--- src/rtl/servo_adc_pid_trunc_pkg.sv ---
// Shared types and helpers for the servo ADC/PID front end.
//   state_t     : sequencer states (IDLE, CONV, CALC1..CALC3)
//   frame_bits  : serial frame length = leading zeros + sample bits
//   clip_s      : clamp a signed value into a w-bit signed range
// Datapath intermediates are evaluated in SAT_W bits, so sums/products of the
// chosen widths must fit in 64 bits.
package servo_adc_pid_trunc_pkg;

  typedef enum logic [2:0] {
    S_IDLE,
    S_CONV,
    S_CALC1,
    S_CALC2,
    S_CALC3
  } state_t;

  localparam int SAT_W = 64;

  function automatic int frame_bits(input int lead_bits, input int adc_w);
    return lead_bits + adc_w;
  endfunction

  function automatic logic signed [SAT_W-1:0] clip_s(
    input logic signed [SAT_W-1:0] v,
    input int                      w
  );
    logic signed [SAT_W-1:0] hi, lo;
    hi = (64'sd1 <<< (w - 1)) - 64'sd1;
    lo = -hi - 64'sd1;
    if (v > hi) return hi;
    if (v < lo) return lo;
    return v;
  endfunction

endpackage

--- src/rtl/servo_adc_pid_trunc_if.sv ---
// Pin/result bundle of the servo front end.
//   DataIn, SClk, CS_n        : ADC serial pins
//   Sample, SampleValid       : last received sample + update strobe
//   CtrlOut, CtrlValid, SatFlag : signed command, update strobe, clip flag
// master = the servo block, slave = ADC/PWM side.
interface servo_adc_pid_trunc_if #(
  parameter int ADC_W = 12,
  parameter int OUT_W = 8
);
  logic                    DataIn;
  logic                    SClk;
  logic                    CS_n;
  logic [ADC_W-1:0]        Sample;
  logic                    SampleValid;
  logic signed [OUT_W-1:0] CtrlOut;
  logic                    CtrlValid;
  logic                    SatFlag;

  modport master (
    input  DataIn,
    output SClk, CS_n, Sample, SampleValid, CtrlOut, CtrlValid, SatFlag
  );

  modport slave (
    output DataIn,
    input  SClk, CS_n, Sample, SampleValid, CtrlOut, CtrlValid, SatFlag
  );
endinterface

--- src/rtl/servo_adc_pid_trunc_adc_rx.sv ---
// Serial ADC receiver: drives CS_n/SClk and deserialises one frame.
//   clk, rst  : clock, async active-high reset
//   start     : begin a frame (ignored while busy)
//   data_in   : ADC serial data, sampled on SClk rising edges, MSB first
//   sclk,cs_n : ADC clock (idles high) and chip select
//   sample    : low ADC_W bits of the last frame (leading zeros drop out)
//   done      : one-cycle strobe, cycle after sample loads
//   last      : combinational, high in the cycle ending on the final rising edge
module adc_serial_rx
  import servo_adc_pid_trunc_pkg::*;
#(
  parameter int ADC_W     = 12,
  parameter int LEAD_BITS = 4,
  parameter int CLK_DIV   = 4
) (
  input  logic             clk,
  input  logic             rst,
  input  logic             start,
  input  logic             data_in,
  output logic             sclk,
  output logic             cs_n,
  output logic [ADC_W-1:0] sample,
  output logic             done,
  output logic             last
);
  localparam int FB = frame_bits(LEAD_BITS, ADC_W);
  localparam int CW = (CLK_DIV > 1) ? $clog2(CLK_DIV) : 1;
  localparam int BW = $clog2(FB);

  logic             busy;
  logic [CW-1:0]    div_cnt;
  logic [BW-1:0]    bit_cnt;
  logic [ADC_W-1:0] shreg;
  logic             tick, rise;

  // tick = end of a SClk half-period; toggling a low SClk is a rising edge
  assign tick = busy && (div_cnt == CW'(CLK_DIV - 1));
  assign rise = tick && !sclk;
  assign last = rise && (bit_cnt == BW'(FB - 1));

  always_ff @(posedge clk or posedge rst) begin
    if (rst) begin
      busy    <= 1'b0;
      cs_n    <= 1'b1;
      sclk    <= 1'b1;
      div_cnt <= '0;
      bit_cnt <= '0;
      shreg   <= '0;
      sample  <= '0;
      done    <= 1'b0;
    end else begin
      done <= 1'b0;
      if (start && !busy) begin
        busy    <= 1'b1;
        cs_n    <= 1'b0;
        sclk    <= 1'b1;
        div_cnt <= '0;
        bit_cnt <= '0;
      end else if (busy) begin
        div_cnt <= tick ? '0 : div_cnt + 1'b1;
        if (tick) begin
          sclk <= !sclk;
          if (rise) begin
            shreg   <= {shreg[ADC_W-2:0], data_in};
            bit_cnt <= bit_cnt + 1'b1;
            if (last) begin
              busy   <= 1'b0;
              cs_n   <= 1'b1;
              sample <= {shreg[ADC_W-2:0], data_in};
              done   <= 1'b1;
            end
          end
        end
      end
    end
  end
endmodule

--- src/rtl/servo_adc_pid_trunc.sv ---
// Servo front end: periodic ADC read, fixed-point PID, truncate + clip.
//   Clk, Rest          : clock, async active-high reset
//   En                 : enable periodic conversions
//   Setpoint           : target position (unsigned)
//   Kp, Ki, Kd         : signed Q(COEF_W-FRAC).FRAC gains
//   ClrInt             : clear integrator and previous error
//   bus (master)       : ADC pins, Sample/SampleValid, CtrlOut/CtrlValid/SatFlag
// Sequence: IDLE -> CONV -> CALC1 (error) -> CALC2 (products) -> CALC3 (sum,
// shift, clip); CtrlValid follows SampleValid by exactly 3 cycles.
module servo_adc_pid_trunc
  import servo_adc_pid_trunc_pkg::*;
#(
  parameter int ADC_W      = 12,
  parameter int LEAD_BITS  = 4,
  parameter int CLK_DIV    = 4,
  parameter int SAMPLE_DIV = 2000,
  parameter int COEF_W     = 16,
  parameter int FRAC       = 8,
  parameter int ACC_W      = 24,
  parameter int OUT_W      = 8
) (
  input  logic                     Clk,
  input  logic                     Rest,
  input  logic                     En,
  input  logic [ADC_W-1:0]         Setpoint,
  input  logic signed [COEF_W-1:0] Kp,
  input  logic signed [COEF_W-1:0] Ki,
  input  logic signed [COEF_W-1:0] Kd,
  input  logic                     ClrInt,
  servo_adc_pid_trunc_if.master    bus
);
  localparam int EW    = ADC_W + 1;
  localparam int DW    = ADC_W + 2;
  localparam int PW    = COEF_W + EW;
  localparam int IW    = COEF_W + ACC_W;
  localparam int DPW   = COEF_W + DW;
  localparam int MW0   = (PW > IW) ? PW : IW;
  localparam int MW    = (MW0 > DPW) ? MW0 : DPW;
  localparam int SW    = MW + 2;  // three-term sum cannot overflow
  localparam int CNT_W = $clog2(SAMPLE_DIV);

  state_t           state_q, state_d;
  logic [CNT_W-1:0] per_cnt;
  logic             start, rx_last, rx_done, sclk, cs_n;
  logic [ADC_W-1:0] sample;

  logic signed [EW-1:0]    e_q, e_prev;
  logic signed [DW-1:0]    d_q;
  logic signed [ACC_W-1:0] acc, a_next_q;
  logic signed [PW-1:0]    p_q;
  logic signed [IW-1:0]    i_q;
  logic signed [DPW-1:0]   dt_q;
  logic signed [OUT_W-1:0] ctrl;
  logic                    ctrl_valid, sat;

  logic signed [EW-1:0]    e_c;
  logic signed [DW-1:0]    d_c;
  logic signed [ACC_W-1:0] a_next_c;
  logic signed [SW-1:0]    s_c, y_c;
  logic signed [SAT_W-1:0] y_clip;
  logic                    sat_c, hold_c, e_pos;

  // Sample-rate counter; parked at 0 while disabled so En=1 starts at once
  always_ff @(posedge Clk or posedge Rest) begin
    if (Rest)                                    per_cnt <= '0;
    else if (!En)                                per_cnt <= '0;
    else if (per_cnt == CNT_W'(SAMPLE_DIV - 1))  per_cnt <= '0;
    else                                         per_cnt <= per_cnt + 1'b1;
  end

  assign start = En && (per_cnt == '0) && (state_q == S_IDLE);

  adc_serial_rx #(
    .ADC_W    (ADC_W),
    .LEAD_BITS(LEAD_BITS),
    .CLK_DIV  (CLK_DIV)
  ) u_rx (
    .clk    (Clk),
    .rst    (Rest),
    .start  (start),
    .data_in(bus.DataIn),
    .sclk   (sclk),
    .cs_n   (cs_n),
    .sample (sample),
    .done   (rx_done),
    .last   (rx_last)
  );

  always_ff @(posedge Clk or posedge Rest) begin
    if (Rest) state_q <= S_IDLE;
    else      state_q <= state_d;
  end

  always_comb begin
    state_d = state_q;
    case (state_q)
      S_IDLE:  if (start)   state_d = S_CONV;
      S_CONV:  if (rx_last) state_d = S_CALC1;  // CALC1 lines up with SampleValid
      S_CALC1: state_d = S_CALC2;
      S_CALC2: state_d = S_CALC3;
      S_CALC3: state_d = S_IDLE;
      default: state_d = S_IDLE;
    endcase
  end

  always_comb begin
    e_c      = $signed({1'b0, Setpoint}) - $signed({1'b0, sample});
    d_c      = DW'(e_c) - DW'(e_prev);
    a_next_c = ACC_W'(clip_s(SAT_W'(acc) + SAT_W'(e_q), ACC_W));
    s_c      = SW'(p_q) + SW'(i_q) + SW'(dt_q);
    y_c      = s_c >>> FRAC;
    y_clip   = clip_s(SAT_W'(y_c), OUT_W);
    sat_c    = (y_clip != SAT_W'(y_c));
    e_pos    = !e_q[EW-1] && (e_q != '0);
    // Freeze the integrator only when it is pushing further into the clip
    hold_c   = sat_c && ((!y_c[SW-1] && e_pos) || (y_c[SW-1] && e_q[EW-1]));
  end

  always_ff @(posedge Clk or posedge Rest) begin
    if (Rest) begin
      e_q        <= '0;
      d_q        <= '0;
      e_prev     <= '0;
      acc        <= '0;
      a_next_q   <= '0;
      p_q        <= '0;
      i_q        <= '0;
      dt_q       <= '0;
      ctrl       <= '0;
      sat        <= 1'b0;
      ctrl_valid <= 1'b0;
    end else begin
      ctrl_valid <= 1'b0;
      if (state_q == S_CALC1) begin
        e_q <= e_c;
        d_q <= d_c;
      end
      if (state_q == S_CALC2) begin
        a_next_q <= a_next_c;
        p_q      <= PW'(Kp) * PW'(e_q);
        i_q      <= IW'(Ki) * IW'(a_next_c);
        dt_q     <= DPW'(Kd) * DPW'(d_q);
      end
      if (state_q == S_CALC3) begin
        ctrl       <= OUT_W'(y_clip);
        sat        <= sat_c;
        ctrl_valid <= 1'b1;
      end
      // Clear takes priority over the CALC3 writeback
      if (ClrInt) begin
        acc    <= '0;
        e_prev <= '0;
      end else if (state_q == S_CALC3) begin
        e_prev <= e_q;
        if (!hold_c) acc <= a_next_q;
      end
    end
  end

  assign bus.SClk        = sclk;
  assign bus.CS_n        = cs_n;
  assign bus.Sample      = sample;
  assign bus.SampleValid = rx_done;
  assign bus.CtrlOut     = ctrl;
  assign bus.CtrlValid   = ctrl_valid;
  assign bus.SatFlag     = sat;
endmodule
--- src/flat_wrapper.sv ---
// flat-port wrapper written by rule: the top's interface ports become plain ports
module servo_adc_pid_trunc_flat import servo_adc_pid_trunc_pkg::*;
#(
  parameter int ADC_W      = 12,
  parameter int LEAD_BITS  = 4,
  parameter int CLK_DIV    = 4,
  parameter int SAMPLE_DIV = 2000,
  parameter int COEF_W     = 16,
  parameter int FRAC       = 8,
  parameter int ACC_W      = 24,
  parameter int OUT_W      = 8
)
  (Clk, Rest, En, Setpoint, Kp, Ki, Kd, ClrInt, bus_DataIn, bus_SClk, bus_CS_n, bus_Sample, bus_SampleValid, bus_CtrlOut, bus_CtrlValid, bus_SatFlag);
  servo_adc_pid_trunc_if #(.ADC_W(ADC_W), .OUT_W(OUT_W)) bus_i ();
  input  logic Clk;
  input  logic Rest;
  input  logic En;
  input  logic [ADC_W-1:0] Setpoint;
  input  logic signed [COEF_W-1:0] Kp;
  input  logic signed [COEF_W-1:0] Ki;
  input  logic signed [COEF_W-1:0] Kd;
  input  logic ClrInt;
  input wire logic [$bits(bus_i.DataIn)-1:0] bus_DataIn;
  output wire logic [$bits(bus_i.SClk)-1:0] bus_SClk;
  output wire logic [$bits(bus_i.CS_n)-1:0] bus_CS_n;
  output wire logic [$bits(bus_i.Sample)-1:0] bus_Sample;
  output wire logic [$bits(bus_i.SampleValid)-1:0] bus_SampleValid;
  output wire logic [$bits(bus_i.CtrlOut)-1:0] bus_CtrlOut;
  output wire logic [$bits(bus_i.CtrlValid)-1:0] bus_CtrlValid;
  output wire logic [$bits(bus_i.SatFlag)-1:0] bus_SatFlag;
  assign bus_i.DataIn = bus_DataIn;
  assign bus_SClk = bus_i.SClk;
  assign bus_CS_n = bus_i.CS_n;
  assign bus_Sample = bus_i.Sample;
  assign bus_SampleValid = bus_i.SampleValid;
  assign bus_CtrlOut = bus_i.CtrlOut;
  assign bus_CtrlValid = bus_i.CtrlValid;
  assign bus_SatFlag = bus_i.SatFlag;
  servo_adc_pid_trunc #(.ADC_W(ADC_W), .LEAD_BITS(LEAD_BITS), .CLK_DIV(CLK_DIV), .SAMPLE_DIV(SAMPLE_DIV), .COEF_W(COEF_W), .FRAC(FRAC), .ACC_W(ACC_W), .OUT_W(OUT_W)) u_core (.Clk(Clk), .Rest(Rest), .En(En), .Setpoint(Setpoint), .Kp(Kp), .Ki(Ki), .Kd(Kd), .ClrInt(ClrInt), .bus(bus_i));
endmodule
--- config.mk ---
export PLATFORM = sky130hd
export DESIGN_NAME = servo_adc_pid_trunc_flat
export DESIGN_NICKNAME = d
export VERILOG_FILES = /design/src/rtl/servo_adc_pid_trunc_pkg.sv /design/src/rtl/servo_adc_pid_trunc_if.sv /design/src/rtl/servo_adc_pid_trunc_adc_rx.sv /design/src/rtl/servo_adc_pid_trunc.sv /design/src/flat_wrapper.sv
export SDC_FILE = /design/constraint.sdc
export NUM_CORES = 2
export LEC_CHECK = 0
export CAP_MARGIN = 10
export CORE_MARGIN = 2
export CORE_UTILIZATION = 40
export CTS_CLUSTER_SIZE = 28
export DETAILED_ROUTE_END_ITERATION = 7
export HOLD_SLACK_MARGIN = 0.02
export PLACE_DENSITY_LB_ADDON = 0.05
export RECOVER_POWER = 25
export REMOVE_ABC_BUFFERS = 1
export SLEW_MARGIN = 40
export SYNTH_ARGS = -nofsm -noshare
export SYNTH_HDL_FRONTEND = slang
export SYNTH_HIERARCHICAL = 1
export SYNTH_SLANG_ARGS = --single-unit
--- constraint.sdc ---
create_clock -name Clk -period 32 [get_ports Clk]
set_input_delay 8 -clock Clk [delete_from_list [all_inputs] [get_ports Clk]]
set_output_delay 8 -clock Clk [all_outputs]
set_load 0.005 [all_outputs]
* Yosys cells after proc, flatten, opt, wreduce, memory -nomap -nowiden
Cells that the tools add are included.
Operators by class: reduce and logical (&&, ||, !) cells 30, mux-type cells 50, $lt $le $gt $ge 4, $mul 3, eq/ne operators 11, add/subtract/negate cells 8, bitwise gates (word level) 1
Operators with widths (count):
- 64-bit two-way mux | 4
- 24-bit two-way mux | 7
- 64-bit by 34-bit inequality test with 1-bit output | 1
- 41-bit by 30-bit adder with 42-bit output | 1
- 29-bit by 40-bit adder with 41-bit output | 1
- 16-bit by 24-bit multiplier with 40-bit output | 1
- 34-bit by 8-bit > comparator with 1-bit output (second input constant) | 1
- 34-bit by 8-bit less-than comparator with 1-bit output (second input constant) | 1
- 16-bit by 14-bit multiplier with 30-bit output | 1
- 16-bit by 13-bit multiplier with 29-bit output | 1
- 13-bit two-way mux | 2
- 24-bit by 13-bit adder with 25-bit output | 1
- 25-bit by 24-bit > comparator with 1-bit output (second input constant) | 1
- 25-bit by 24-bit less-than comparator with 1-bit output (second input constant) | 1
- 1-bit two-way mux | 25
- 11-bit two-way mux | 2
- 4-bit two-way mux | 4
- 13-bit by 13-bit subtractor with 14-bit output | 1
- 13-bit nonzero test | 1
- 12-bit by 12-bit subtractor with 13-bit output | 1
- 3-bit case mux with 4 select lines | 1
- 11-bit by 1-bit adder with 11-bit output (second input constant) | 1
- 11-bit == test (second input constant) | 1
- 11-bit zero test | 1
- other kinds (21) | 45
Storage, ports and cells: register bits after elaboration 244, logic and storage cells 128

* Depth between registers and ports, before layout
depth after elaboration 12, depth in mapped cells 42

* By module
The synthesis kept the hierarchy.
Modules (own cells, without submodules):
- servo_adc_pid_trunc | area each 43521.7 µm², sequential area each 5280.1 µm², instances 1, cells each 4810
- adc_serial_rx | area each 1365.1 µm², sequential area each 828.3 µm², instances 1, cells each 89

* Worst setup path after synthesis
OpenSTA, ideal clock, no wires.
path type input -> register, from in Ki[15], to reg u_core.i_q[39], setup time 0.133 ns, path buffers 1, slack 17.742 ns, cell stages on the path 24, required time 31.867 ns, arrival 14.125 ns, path through inv_1 clkbuf_1 nor2_1 fa_1 fa_1 fa_1 fa_1 fa_1 inv_1 fa_1 inv_1 ha_1 a21o_1 a21o_1 a21o_1 a311oi_1 o21ai_0 a311oi_1 o31ai_1 a41oi_1 a21oi_1 a21oi_1 xnor2_1 o21ai_0
Between the ends: longest elaborated chain between the ends 1
RTL lines:
- start: declaration | RTL line flat_wrapper.sv:20 | input logic signed [COEF_W-1:0] Ki;
- 16-bit by 24-bit multiplier with 40-bit output | RTL line servo_adc_pid_trunc.sv:141 | i_q <= IW'(Ki) * IW'(a_next_c);
- end signal: assignment | RTL line servo_adc_pid_trunc.sv:141
- end: declaration | RTL line servo_adc_pid_trunc.sv:51 | logic signed [IW-1:0] i_q;
No other way between the ends. A chain may end at the register's enable or synchronous reset.

* Final worst setup path
from in Ki[15], to reg u_core.i_q[37]
The elaborated chain is that of the path after synthesis.

==> summary.md <==
| Metric | Value |
|---|---|
| Outcome | finished with violations |
| Violations in the final reports | capacitance limit, slew limit |
| Register area | just over 0.006 mm2 |
| Layout cell share with drive strength beyond 1 | 0.0405 |
| Cell area after synthesis | 0.0449 mm2 |
| Number of vias per cell | 5.05 |
| Number of top-level pins | 90 |
| Slew @ Worst Pin | 4.88 ns |
| Max Fanout on Critical Path | 20 |
| Critical Path Sink Type | flop |
| Final hold violation count | 0 |
| Number of core rows | roughly 120 |
| Yosys top cell area share | 0.370 |
| Fill cell total of the finished layout | 11195 |
| Final-report setup violation count | 0 |
| Fraction of the cycle the final worst path needs | 0.466 |
| GRT Overall Usage | 0.217 |
| Most common library cells after synthesis | inv_1 (908), fa_1 (830), nand2_1 (687), ha_1 (336), and2_1 (326) |
| Min Clock Period, post-route | approximately 15 ns |
| Count of hold buffers inserted by post-cts repair | 0 |
| Sequential-to-total area share from yosys stat | 0.136 |
| Worst Path Required | 32.45 ns |
| CTS tree | built |
| Highest attainable clock frequency | 67.0 MHz |
| Relative max-transition margin | -2.27 |
| Clock root buffer | clkbuf_16 |
| Register-to-register path setup slack | 17.86 ns |
| Number of slew-limit violations in the final report | a little over 200 |
| Number of warnings reported in the yosys synthesis log | 6 |
| Number of antenna violations at the first check in global routing | 1 |
| Die area | about 0.11 mm2 |
| Number of enable flip-flop cells after synthesis | 0 |
| Maximum number of pins on one net before global-route repair | 112 |
| Count of routing violations after the opening detailed-route iteration | roughly 1500 |
| Library cells used by synthesis | 94 |
| DRC | 0 |
| Dominant cells by area after synthesis | fa_1 (37%), dfrtp_1 (13%), ha_1 (9.4%), inv_1 (7.6%), nand2_1 (5.7%) |
| Type of the tightest min-delay check | reg2reg |
| Buffer levels on the longest clock path | 3 |
| Number of cells in the design after placement | 6325 |
| Flip-flop and latch count after synthesis | 244 |
| Buffers on Ports | 89 |
| Starting density of the core | 0.404 |
| Total Nets Final | 6100 |
| Kind of start point of the critical path | input pin |
| Number of H-tree branching levels | 1 |
| Terminus of the critical flop-to-flop path | u_core/i_q[38] |
| Final weighted congestion in routability-driven placement | just under 0.9 |
| Min-delay src | u_core/a_next_q[22] |
| Total Routed Length | 121000 um |
| Area grow syn2layout | 7.57% |
| Mean instance size in the synthesized netlist | 9.16 um2 |
| Launch point of the worst reg-to-reg path | u_core/e_q[0] |
| HPWL after detailed placement | 98600 um |
| Area occupied by multi-input gates | 0.0344 mm2 |
| Clock input transition at the sequential cells of the worst setup and hold paths | roughly 0.060 ns |
| Fraction of registers with async set or reset after synthesis | 1.00 |
| Global-route wire length before repair | between 150000 and 200000 um |
| Number of CTS-inserted buffers | 30 |
| Main synth FF type | dfrtp_1 |
| Overflow left after global routing | 0 |
| Post-synthesis cell type with the largest combined area | fa_1 |
| Critical Setup Path Class | in2reg |
| Standard cell core area | 0.111 mm2 |
| DRT Pass-1 Iters | 5 |
| Crit path arrival time | between 15 and 20 ns |
| Hold EP | u_core/a_next_q[22] |
| Summed negative setup slack over all endpoints | 0 ns |
| CTS sink cnt | 244 |
| Via count of the first global-routing pass | 34580 |
| Instance count along the most critical hold path | 2 |
| Clock skew after layout | around 0.032 ns |
| CTS resizes | 0 |
| Cell count after synthesis | 4899 |
| Die Ht | 339 um |
| Antenna-violating nets left | 0 |
| Logic depth of the worst register-to-register path | 41 |
| Vias after detailed routing | 32203 |
| Most common cell in the netlist | inv_1 |
| Final non-filler cell total | 6381 |
| Unrepaired setup endpoints after global routing | no |
| Die Span X | 339 um |
| Routed wire length per instance | 19.0 um |
| Insertion delay to the later sink of the worst-skew pair | 0.60 ns |
| Setup Buffers After CTS | 0 |
| # Max-Cap Violations | 3 |
flip-flops by register name, indices dropped and copies added (netlist names), 4 cells and up:
register             count
u_core/u_rx/sample      12
u_core/u_rx/shreg       11
u_core/dt_q             30
u_core/a_next_q         24
u_core/p_q              29
u_core/e_prev           13
u_core/e_q              13
u_core/acc              24
u_core/per_cnt          11
u_core/bus.CtrlOut       8
u_core/u_rx/bit_cnt      4
u_core/d_q              14
u_core/i_q              40
cell usage in the layout (no fill, tap or decap), types with 11 or more instances in the layout:
master           Yosys  final
nand2b_1           103    103
nor3_1              35     35
and4_1              11     11
a31oi_1             23     23
a21o_1              80     80
and2_1             326    326
a21oi_1            160    160
o31ai_1             12     11
o21a_1              18     18
fa_1               830    830
ha_1               336    336
inv_1              908    907
mux2i_1             28     28
buf_4                5     39
nor2_1             127    129
a211oi_1            17     17
xor2_1              63     63
nand3_1             78     78
xnor2_1            113    113
clkbuf_1           168     20
nand2_1            687    687
o21bai_1            24     24
nand4_1             17     17
o211ai_1            17     17
clkdlybuf4s50_1      0     78
clkbuf_16            0     31
and3_1              34     34
mux2_2              45     50
nor4_1              18     17
o21ai_0            166    166
dfrtp_1            242    241
or2_2               13     13
cells by family after synthesis:
| logic type | after synthesis | synth area share |
|---|---|---|
| multiplexers | 81 | 0.0201 |
| buffers and inverters | 1122 | 0.0961 |
| adder cells (fa/ha/maj) | 1169 | 0.465 |
| AND/OR/NAND/NOR | 1496 | 0.163 |
| AO/OA/AOI/OAI | 611 | 0.0862 |
| flip-flops | 244 | 0.136 |
| XOR/XNOR | 176 | 0.0343 |
per-stage QoR:
| step | utilization | setup slack, ns | instance area, um2 | hold slack [ns] |
|---|---|---|---|---|
| 3_3_place_gp | 0.425 | 16.05 | 47200 | 0.466 |
| 6_report | 0.435 | 17.08 | 48300 | 0.484 |
| 3_5_place_dp | 0.426 | 16.06 | 47300 | 0.464 |
| 2_1_floorplan | - | 17.58 | 44000 | 0.445 |
| 4_1_cts | 0.436 | 16.67 | 48400 | 0.480 |
| 5_1_grt | 0.435 | 16.61 | 48300 | 0.505 |
how the worst max path moves through the flow:
| stage | from | endpoint | slack (ns) | cells past startpoint |
|---|---|---|---|---|
| floorplan | Ki[15] | u_core/i_q[39] | 17.58 | 23 |
| global placement | Ki[3] | u_core/i_q[38] | 16.05 | 23 |
| detailed placement | Ki[6] | u_core/i_q[38] | 16.06 | 24 |
| CTS | Ki[6] | u_core/i_q[38] | 16.67 | 24 |
| global route | Ki[15] | u_core/i_q[39] | 16.61 | 25 |
| finish | Ki[15] | u_core/i_q[37] | 17.08 | 25 |
final cells by class:
cell class              count  area share
multi-input cells        3533       0.713
flip-flops and latches    244       0.127
clock buffers              35      0.0166
repair buffers            151      0.0270
diodes                      1   0.0000518
well taps                1488      0.0386
inverters                 909      0.0707
clock inverters            20     0.00720
routing by layer:
layer / vias up / share of wire / GRT usage / wire (um)
met2: 464 / 0.50 / 0.380 / 60500
met3: 90 / 0.028 / 0.0163 / 3400
met4: 0 / 0.014 / 0.0294 / 1670
li1: 15154 / - / - / -
met5: - / 0 / 0 / 0
met1: 16495 / 0.46 / 0.300 / 55600
critical path, stage by stage:
cell and delay (ns):
clkdlybuf4s50_1 0.55, inv_1 0.10, buf_4 0.30, nor2_1 0.12, fa_1 0.54, fa_1 0.52, fa_1 0.52, fa_1 0.52
fa_1 0.55, inv_1 0.05, fa_1 0.53, inv_1 0.04, ha_1 0.35, a21o_1 0.20, a21o_1 0.16, a21o_1 0.19
a311oi_1 0.33, o21ai_0 0.19, a311oi_2 0.47, o31ai_1 0.21, a41oi_1 0.38, nand2b_1 0.10, a21oi_1 0.18, xor2_1 0.16
o21ai_0 0.08
Power is left out: the tool's default activity adds up to more than one toggle a clock period on the data nets, which glitch-free logic cannot reach.
